===== src/rtl/uart_pkg.sv =====
// rtl/uart_pkg.sv - shared UART configuration types
package uart_pkg;

  typedef enum logic {
    STOP_BITS_1 = 1'b0,
    STOP_BITS_2 = 1'b1
  } stop_bits_t;

  typedef enum logic [1:0] {
    PARITY_NONE = 2'd0,
    PARITY_ODD  = 2'd1,
    PARITY_EVEN = 2'd2
  } parity_t;

endpackage


===== src/rtl/uart_rx_ctrl.sv =====
// rtl/uart_rx_ctrl.sv - UART receive sequencer with frame FIFO
// Optional UART_RX_CTRL_MAJORITY_EN: 2-of-3 majority vote around the bit centre.
module uart_rx_ctrl
  import uart_pkg::*;
#(
  parameter int OVERSAMPLE = 16,
  parameter int FIFO_DEPTH = 4,
  parameter int DIV_W      = 16
) (
  input  logic             clk,
  input  logic             rst,
  input  logic             en,
  input  logic [DIV_W-1:0] baud_div,
  input  logic [3:0]       num_data_bits,
  input  stop_bits_t       stop_bits,
  input  parity_t          parity,
  input  logic             rx,
  output logic             m_valid,
  input  logic             m_ready,
  output logic [7:0]       m_data,
  output logic             m_parity_err,
  output logic             m_frame_err,
  output logic             busy,
  output logic             overrun,
  input  logic             clr_overrun
);

  localparam int SC_W  = $clog2(OVERSAMPLE);
  localparam int PTR_W = $clog2(FIFO_DEPTH);
  localparam logic [SC_W-1:0] MID     = SC_W'(OVERSAMPLE / 2 - 1);
  localparam logic [SC_W-1:0] MID_M1  = SC_W'(OVERSAMPLE / 2 - 2);
  localparam logic [SC_W-1:0] SC_LAST = SC_W'(OVERSAMPLE - 1);
`ifdef UART_RX_CTRL_MAJORITY_EN
  localparam logic [SC_W-1:0] SAMP_AT = SC_W'(OVERSAMPLE / 2);
`else
  localparam logic [SC_W-1:0] SAMP_AT = MID;
`endif

  typedef enum logic [2:0] {
    ST_IDLE, ST_START, ST_DATA, ST_PARITY, ST_STOP1, ST_STOP2
  } state_t;

  state_t           state, state_n;
  logic             rx_m, rx_s;
  logic [DIV_W-1:0] div_cnt;
  logic             tick;
  logic [SC_W-1:0]  sc;
  logic [3:0]       bit_idx, nbits_l;
  stop_bits_t       stop_l;
  parity_t          par_l;
  logic [7:0]       data;
  logic             perr, ferr;
  logic             samp, at_samp, sc_last, last_bit, push;

  always_ff @(posedge clk) begin
    if (rst) begin
      rx_m <= 1'b1;
      rx_s <= 1'b1;
    end else begin
      rx_m <= rx;
      rx_s <= rx_m;
    end
  end

  assign tick = en && (div_cnt == baud_div);

  always_ff @(posedge clk) begin
    if (rst || !en || tick) div_cnt <= '0;
    else                    div_cnt <= div_cnt + DIV_W'(1);
  end

`ifdef UART_RX_CTRL_MAJORITY_EN
  logic s_pre, s_mid;
  always_ff @(posedge clk) begin
    if (rst) begin
      s_pre <= 1'b1;
      s_mid <= 1'b1;
    end else if (tick && state != ST_IDLE) begin
      if (sc == MID_M1) s_pre <= rx_s;
      if (sc == MID)    s_mid <= rx_s;
    end
  end
  assign samp = (s_pre & s_mid) | (s_pre & rx_s) | (s_mid & rx_s);
`else
  assign samp = rx_s;
`endif

  assign at_samp  = (sc == SAMP_AT);
  assign sc_last  = (sc == SC_LAST);
  assign last_bit = (bit_idx == nbits_l - 4'd1);

  always_ff @(posedge clk) begin
    if (rst) state <= ST_IDLE;
    else     state <= state_n;
  end

  always_comb begin
    state_n = state;
    push    = 1'b0;
    if (!en) begin
      state_n = ST_IDLE;
    end else if (tick) begin
      unique case (state)
        ST_IDLE:   if (!rx_s) state_n = ST_START;
        ST_START:  if (at_samp && samp) state_n = ST_IDLE;
                   else if (sc_last)    state_n = ST_DATA;
        ST_DATA:   if (sc_last && last_bit)
                     state_n = (par_l != PARITY_NONE) ? ST_PARITY : ST_STOP1;
        ST_PARITY: if (sc_last) state_n = ST_STOP1;
        // Single stop bit releases at mid-bit so the next start edge is never missed.
        ST_STOP1:  if (at_samp && stop_l == STOP_BITS_1) begin
                     push    = 1'b1;
                     state_n = ST_IDLE;
                   end else if (sc_last) begin
                     state_n = ST_STOP2;
                   end
        ST_STOP2:  if (at_samp) begin
                     push    = 1'b1;
                     state_n = ST_IDLE;
                   end
        default:   state_n = ST_IDLE;
      endcase
    end
  end

  always_ff @(posedge clk) begin
    if (rst || !en) begin
      sc      <= '0;
      bit_idx <= '0;
      nbits_l <= 4'd8;
      stop_l  <= STOP_BITS_1;
      par_l   <= PARITY_NONE;
      data    <= '0;
      perr    <= 1'b0;
      ferr    <= 1'b0;
    end else if (tick) begin
      if (state == ST_IDLE) begin
        sc      <= '0;
        bit_idx <= '0;
        data    <= '0;
        perr    <= 1'b0;
        ferr    <= 1'b0;
        if (!rx_s) begin
          nbits_l <= (num_data_bits < 4'd5 || num_data_bits > 4'd8) ? 4'd8 : num_data_bits;
          stop_l  <= stop_bits;
          par_l   <= parity;
        end
      end else begin
        sc <= sc_last ? '0 : sc + SC_W'(1);
        case (state)
          ST_DATA: begin
            if (at_samp) data[bit_idx[2:0]] <= samp;
            if (sc_last) bit_idx <= bit_idx + 4'd1;
          end
          ST_PARITY: if (at_samp)
            perr <= (par_l == PARITY_EVEN) ? (^data ^ samp) : ~(^data ^ samp);
          ST_STOP1, ST_STOP2: if (at_samp) ferr <= ferr | ~samp;
          default: ;
        endcase
      end
    end
  end

  logic [9:0]     mem [FIFO_DEPTH];
  logic [PTR_W:0] wr_ptr, rd_ptr;
  logic           empty, full, pop, wr_en;
  logic [9:0]     head;

  assign empty = (wr_ptr == rd_ptr);
  assign full  = (wr_ptr[PTR_W] != rd_ptr[PTR_W]) &&
                 (wr_ptr[PTR_W-1:0] == rd_ptr[PTR_W-1:0]);
  assign pop   = m_valid & m_ready;
  assign wr_en = push & (~full | pop);

  always_ff @(posedge clk) begin
    if (wr_en) mem[wr_ptr[PTR_W-1:0]] <= {data, perr, ferr | ~samp};
  end

  always_ff @(posedge clk) begin
    if (rst) begin
      wr_ptr  <= '0;
      rd_ptr  <= '0;
      overrun <= 1'b0;
    end else begin
      if (wr_en) wr_ptr <= wr_ptr + (PTR_W+1)'(1);
      if (pop)   rd_ptr <= rd_ptr + (PTR_W+1)'(1);
      if (push && !wr_en) overrun <= 1'b1;
      else if (clr_overrun) overrun <= 1'b0;
    end
  end

  assign head         = mem[rd_ptr[PTR_W-1:0]];
  assign m_valid      = ~empty;
  assign m_data       = m_valid ? head[9:2] : 8'h00;
  assign m_parity_err = m_valid & head[1];
  assign m_frame_err  = m_valid & head[0];
  assign busy         = (state != ST_IDLE);

endmodule


===== config.mk =====
export PLATFORM = sky130hd
export DESIGN_NAME = uart_rx_ctrl
export DESIGN_NICKNAME = d
export VERILOG_FILES = /design/src/rtl/uart_pkg.sv /design/src/rtl/uart_rx_ctrl.sv
export SDC_FILE = /design/constraint.sdc
export NUM_CORES = 1
export LEC_CHECK = 0
export CORE_MARGIN = 8
export CORE_UTILIZATION = 40
export CTS_CLUSTER_DIAMETER = 50
export CTS_CLUSTER_SIZE = 12
export DETAILED_ROUTE_END_ITERATION = 10
export GPL_TIMING_DRIVEN = 0
export PLACE_DENSITY_LB_ADDON = 0.15
export SLEW_MARGIN = 20
export SYNTH_ARGS = -nofsm -noshare
export SYNTH_HDL_FRONTEND = slang
export SYNTH_SLANG_ARGS = --single-unit

===== constraint.sdc =====
create_clock -name clk -period 2.46 [get_ports clk]
set_input_delay 0.615 -clock clk [delete_from_list [all_inputs] [get_ports clk]]
set_output_delay 0.615 -clock clk [all_outputs]
set_load 0.02 [all_outputs]

==> impl_metrics.yaml, run 1 <==
worst_setup_path:
  arrival_ns: 1.79
  worst_setup_path_end_kind: "output pin"
  critical_path_class: "flop to output pin"
  r2r_cells: 9
  required_ns: 1.85
  cp_max_fo: 5
  critPathLaunchType: "flop"
synthesis:
  syn-num-nets: 461
  synthArstFlopShare: 0
  synth_xor_area_frac: 0.0987
  synth_top_family_by_area: "simple AND/OR/NAND/NOR gates"
  synth-seq-cells: 95
  synthAdderAreaFrac: 0.0249
  syn-cell-area_um2: 4510
  ys.flop_type: "dfxtp_1"
  syn_area_per_cell_um2: 10.7
  synth_mux_area_frac: 0.0613
  ys_seq_area_frac: 0.510
  synth_edf_count: 40
  syn_inst: 423
  yosys.area_share.simple: 0.192
  yosys_warnings: 0
  synth_compound_area_frac: 0.0818
  synth_cell_types: 55
pwr:
  powerDensity_nw_per_um2: 554
  power_mw: 3.17
  ir_worst_vdd_uv: 330
  p_leak_nw: 2.19
drt:
  firstDrtPassIters: 4
  routedWlPerCell_um: 16.4
  wirelength_um: 10400
  postRouteAntennaNets: 0
  num_vias: 3325
  drcViolationCount: 0
  via_per_inst: 5.24
  drtIter0Drc: 172
floorplanning:
  core_area_um2: 10900
  start_util: 0.413
  die-area_um2: 14900
  std_cell_rows: 38
  die_y_um: 122
  die_w_um: 122
  ios: 42
hold_path:
  hold_path_class: "flop to flop"
  hold_depth: 1
final_layout:
  drive_above_1_share: 0.206
  diodes: 0
  syn2layout_area_growth_pct: 26.6
  layout_common_cells: "50 x dfxtp_1, 40 x nor2_1, 40 x edfxtp_1"
  nFillCells: 985
  nNetsFinal: 527
  final_common_cell: "dfxtp_1"
sta:
  finalCriticalPeriod_ns: 2.41
  finalCritPeriodShare: 0.978
  setup_viol: 0
  drv_slew: 0
  hold_viol_final: 0
  fmax_ghz: 0.416
  worst_slew_pin_slew_ns: 0.676
  tns_ns: 0
  rsz0062_at_grt: "false"
  slew_headroom: 0.545
  fin_skew_ns: 0.00450
global_route:
  antenna_found_initial: 0
  grt_max_degree: 18
  first_global_vias: 3232
  grt_pass1_wl_um: 16200
  track_usage: 0.137
  gr-total-overflow: 0
clock_network:
  cts.clk_slew.worst_paths_ns: 0.07
  tritoncts: "built"
  cts_hold_buf: 0
  root_buffer: "clkbuf_16"
  cts_buffers: 9
  cts_buffer_depth: 2
  insertion_delay_ns: 0.34
  clock-sinks: 95
  htreeDepth: 3
status:
  status: "finished, final reports clean"
flow_run:
  drv_cap: 0
placement:
  gp_congestion: 0.816
  hpwl_um: 6840
  io_buffers: 41
[per-layer routing]
metal	vias to the layer above	part of all wire	wire length, um	global-route usage
met3	8	0.043	443	0.0257
li1	1659	-	-	-
met5	-	0	0	0
met1	1598	0.46	4800	0.177
met4	0	0.0097	101	0.0533
met2	60	0.48	5030	0.224
[where the power goes]
group / total (mW) / internal [mW] / leakage [nW] / switching [mW]
logic: 0.104 / 0.0585 / 1.18 / 0.0455
clock network: 1.43 / 0.801 / 0.146 / 0.627
registers: 1.63 / 1.63 / 0.864 / 0.00441
[synth_stat cells (all sizes together), types with 8 or more instances]
library cell / n / area (um^2)
dfxtp: 55 / 1100
xor2: 29 / 262
mux4: 10 / 225
a21oi: 26 / 130
and3: 10 / 62.6
buf: 8 / 47.5
edfxtp: 40 / 1200
nor3: 8 / 40.0
nand3: 23 / 115
o21ai: 13 / 65.1
nor2: 42 / 160
and2: 14 / 87.6
xnor2: 21 / 184
clkbuf: 16 / 63.8
ha: 9 / 113
nand2: 23 / 86.3
[cell type report]
cell class / count / area, um^2 / area share
plain buffers: 20 / 125 / 0.0219
clock buffers: 9 / 225 / 0.0394
clock inverters: 7 / 78.8 / 0.0138
inverters: 8 / 35.0 / 0.00613
multi-input cells: 300 / 2240 / 0.392
flip-flops and latches: 95 / 2310 / 0.404
well taps: 140 / 175 / 0.0306
repair buffers: 55 / 526 / 0.0919
[worst paths after layout]
check                  to  slack (ns)  startpoint
max          m_parity_err        0.05        flop
min                  rx_s        0.42        rx_m
max reg2reg      state[2]        0.14  nbits_l[0]
min reg2reg          rx_s        0.42        rx_m
[worst max-delay path: stages (launching register included)]
cell and delay [ns]:
dfxtp_4 0.38, buf_4 0.12, mux4_2 0.47, and2_1 0.17, dlygate4sd2_1 0.32
[state kept, by name (all words and copies together) (netlist names), named ones only]
name / flops
wr_ptr: 3
par_l: 2
mem: 40
div_cnt: 16
rx_s: 1
ferr: 1
rx_m: 1
data: 8
rd_ptr: 3
state: 3
sc: 4
bit_idx: 4
nbits_l: 4
stop_l: 1
perr: 1
overrun: 1
[per-stage QoR]
step                       util  setup slack [ns]  area [um^2]  hold WS, ns  std cells
after floorplan               -             0.166         4510        0.389        423
after global placement    0.466            -0.865         5100        0.419        604
after detailed placement  0.466            -0.903         5100        0.414        604
after CTS                 0.509           -0.0664         5570        0.431        626
after global routing      0.523          0.000406         5720        0.456        634
final                     0.523            0.0540         5720        0.423        634
[kinds of logic after synthesis]
family,count (synthesis)
simple gates,164
buf+inv,32
compound gates,58
mux,15
flops,95
xor+xnor,50
fa+ha+maj,9
[timing repair]
| action | CTS | global route |
|---|---|---|
| setup endpoints to repair | 90 | 73 |
| pin swaps | 4 | 14 |
| gates cloned | 1 | 3 |
| setup buffers | 8 | 6 |
| gates resized for setup | 60 | 38 |
(Power assumes the default switching activity.)
==> run 2: changes to the inputs <==
- ABC_AREA: not set -> 1
==> run 2 against run 1 <==
First-iteration DRC count up 49%. Combinational power increased to 3.2 times the previous value. Global-route usage is 1.9 points higher. Hold slack lost 0.0075 ns. Total power rose by 6.0%. Clock power down 4%. Clock-buffer cell count did not move. Core utilization fell by 3.6 points. Design area increased by 11%. Routed wire length grew 22%. Flip-flop and latch count stayed put. Critical endpoint is now m_valid. Largest cell class is now multi-input combinational cells.
==> impl_metrics.yaml, run 2 <==
floorplanning:
  die_w_um: 131
  die-area_um2: 17100
  start_util: 0.403
  std_cell_rows: 42
  die_y_um: 131
  ios: 42
  core_area_um2: 13100
worst_setup_path:
  critPathLaunchType: "flop"
  critical_path_class: "flop to output pin"
  critPathSlowestCell: "dfxtp_1"
  worst_setup_path_end_kind: "output pin"
  slowest_delay_ns: 0.34
  arrival_ns: 1.77
  required_ns: 1.85
  crit_chain: "or2_2, a21oi_4, nand2_2, clkbuf_8, clkdlybuf4s15_1"
  cp_max_fo: 10
synthesis:
  synth-seq-cells: 95
  syn-num-nets: 758
  ys_top_cells_by_count: "188 x nand2_1, 108 x nor2_1, 84 x inv_1"
  synthArstFlopShare: 0
  synth_cell_types: 37
  syn_area_per_cell_um2: 7.32
  synth_edf_count: 40
  yosys_warnings: 0
  synth_most_common_cell: "nand2_1"
  syn_inst: 720
  ys_seq_area_frac: 0.437
  syn-cell-area_um2: 5270
  synthTopCellsByArea: "edfxtp_1 23%, dfxtp_1 21%, nand2_1 13%"
  ys.flop_type: "dfxtp_1"
  synth_top_cell_area_share: 0.228
  synth.largest_area_cell: "edfxtp_1"
drt:
  drcViolationCount: 0
  routedWlPerCell_um: 13.1
  postRouteAntennaNets: 0
  wirelength_um: 12700
  firstDrtPassIters: 5
  num_vias: 4640
  via_per_inst: 4.82
  drtIter0Drc: 256
sta:
  hold_viol_final: 0
  drv_slew: 0
  slew_headroom: 0.627
  fmax_ghz: 0.419
  finalCritPeriodShare: 0.969
  finalCriticalPeriod_ns: 2.38
  worst_slew_pin_slew_ns: 0.559
  fin_skew_ns: 0.00873
  rsz0062_at_grt: "false"
  whs_ns: 0.415
  setup_viol: 0
global_route:
  grt_pass1_wl_um: 21200
  grt_max_degree: 19
  gr-total-overflow: 0
  first_global_vias: 4418
  track_usage: 0.157
  antenna_found_initial: 0
clock_network:
  htreeDepth: 3
  cts_buffer_depth: 2
  cts_buffers: 9
  cts.clk_slew.worst_paths_ns: 0.07
  clock-sinks: 95
  root_buffer: "clkbuf_16"
  insertion_delay_ns: 0.35
  cts_hold_buf: 0
  tritoncts: "built"
pwr:
  ir_worst_vdd_uv: 236
  p_leak_nw: 2.59
  powerDensity_nw_per_um2: 527
  power_mw: 3.35
placement:
  hpwl_um: 9240
  dp.cells: 937
  placed_area_um2: 5900
  gp_congestion: 0.831
  io_buffers: 41
hold_path:
  hold_path_class: "flop to flop"
final_layout:
  post-route-util: 0.487
  layout_common_cells: "186 x nand2_1, 103 x nor2_1, 84 x inv_1"
  largest_reg_flops: 40
  nNetsFinal: 820
  final_common_cell: "nand2_1"
  fin_area_um2: 6370
  fin_cells: 963
  diodes: 0
  drive_above_1_share: 0.161
  nFillCells: 1285
  syn2layout_area_growth_pct: 20.8
status:
  status: "finished, final reports clean"
flow_run:
  drv_cap: 0
-- run 2: cell type report --
type,instances,area [um^2],area share
buffer,21,139,0.0218
clock buffer,9,225,0.0353
clock inverter,7,67.6,0.0106
inverter,104,394,0.0619
multi-input combinational,500,2530,0.398
sequential,95,2300,0.362
tap,176,220,0.0346
timing repair buffer,51,485,0.0762
-- run 2: metal layers --
layer / routed length [um] / vias up / GRT usage / part of all wire
met5: 0 / - / 0 / 0
met2: 6050 / 76 / 0.262 / 0.48
li1: - / 2426 / - / -
met4: 160 / 0 / 0.0614 / 0.013
met1: 6000 / 2126 / 0.200 / 0.47
met3: 444 / 12 / 0.0227 / 0.035
-- run 2: worst paths after layout --
kind	start	end	slack [ns]	depth (start not counted)
setup reg to reg	sc[0]	mem[3][7]	0.21	10
setup / recovery	rd_ptr[1]	m_valid	0.08	5
hold reg to reg	rx_m	rx_s	0.42	1
hold / removal	rx_m	rx_s	0.42	1
-- run 2: cells by family (layout without fill, tap and decap cells) --
kind of cell               count (synthesis)  in the layout  share of synthesized area
AOI/OAI and AO/OA                         68             68                     0.0771
xor gates and xnor gates                  17             17                     0.0282
adders and majority gates                  9              9                     0.0214
buffers and inverters                    125            192                     0.0968
DFF                                       95             95                      0.437
and+or+nand+nor                          406            406                      0.340
-- run 2: stage by stage --
stage / TNS, ns / setup WS [ns]
6_report: 0 / 0.0753
5_1_grt: 0 / 0.00476
3_5_place_dp: -38.94 / -0.984
4_1_cts: 0 / 0.00573
2_1_floorplan: 0 / 0.208
3_3_place_gp: -37.52 / -0.928
-- run 2: what timing repair did --
| action | 4_1_cts | 5_1_grt |
|---|---|---|
| hold endpoints to repair | 0 | 0 |
| pin swaps | 5 | 0 |
| buffers inserted | 7 | 3 |
| endpoints found under the setup margin | 52 | 52 |
| resized for setup | 47 | 17 |
-- run 2: where the power goes --
part | internal, mW | switching, mW | total [mW]
clock network | 0.707 | 0.665 | 1.37
registers | 1.64 | 0.0109 | 1.65
logic | 0.136 | 0.199 | 0.334
total | 2.48 | 0.874 | 3.35
-- run 2: worst max-delay path: cells and delay by family (launching register included) --
kind	cells	cell delay, ns
simple gates	2	0.43
compound gates	1	0.18
flops	1	0.34
buf+inv	2	0.47
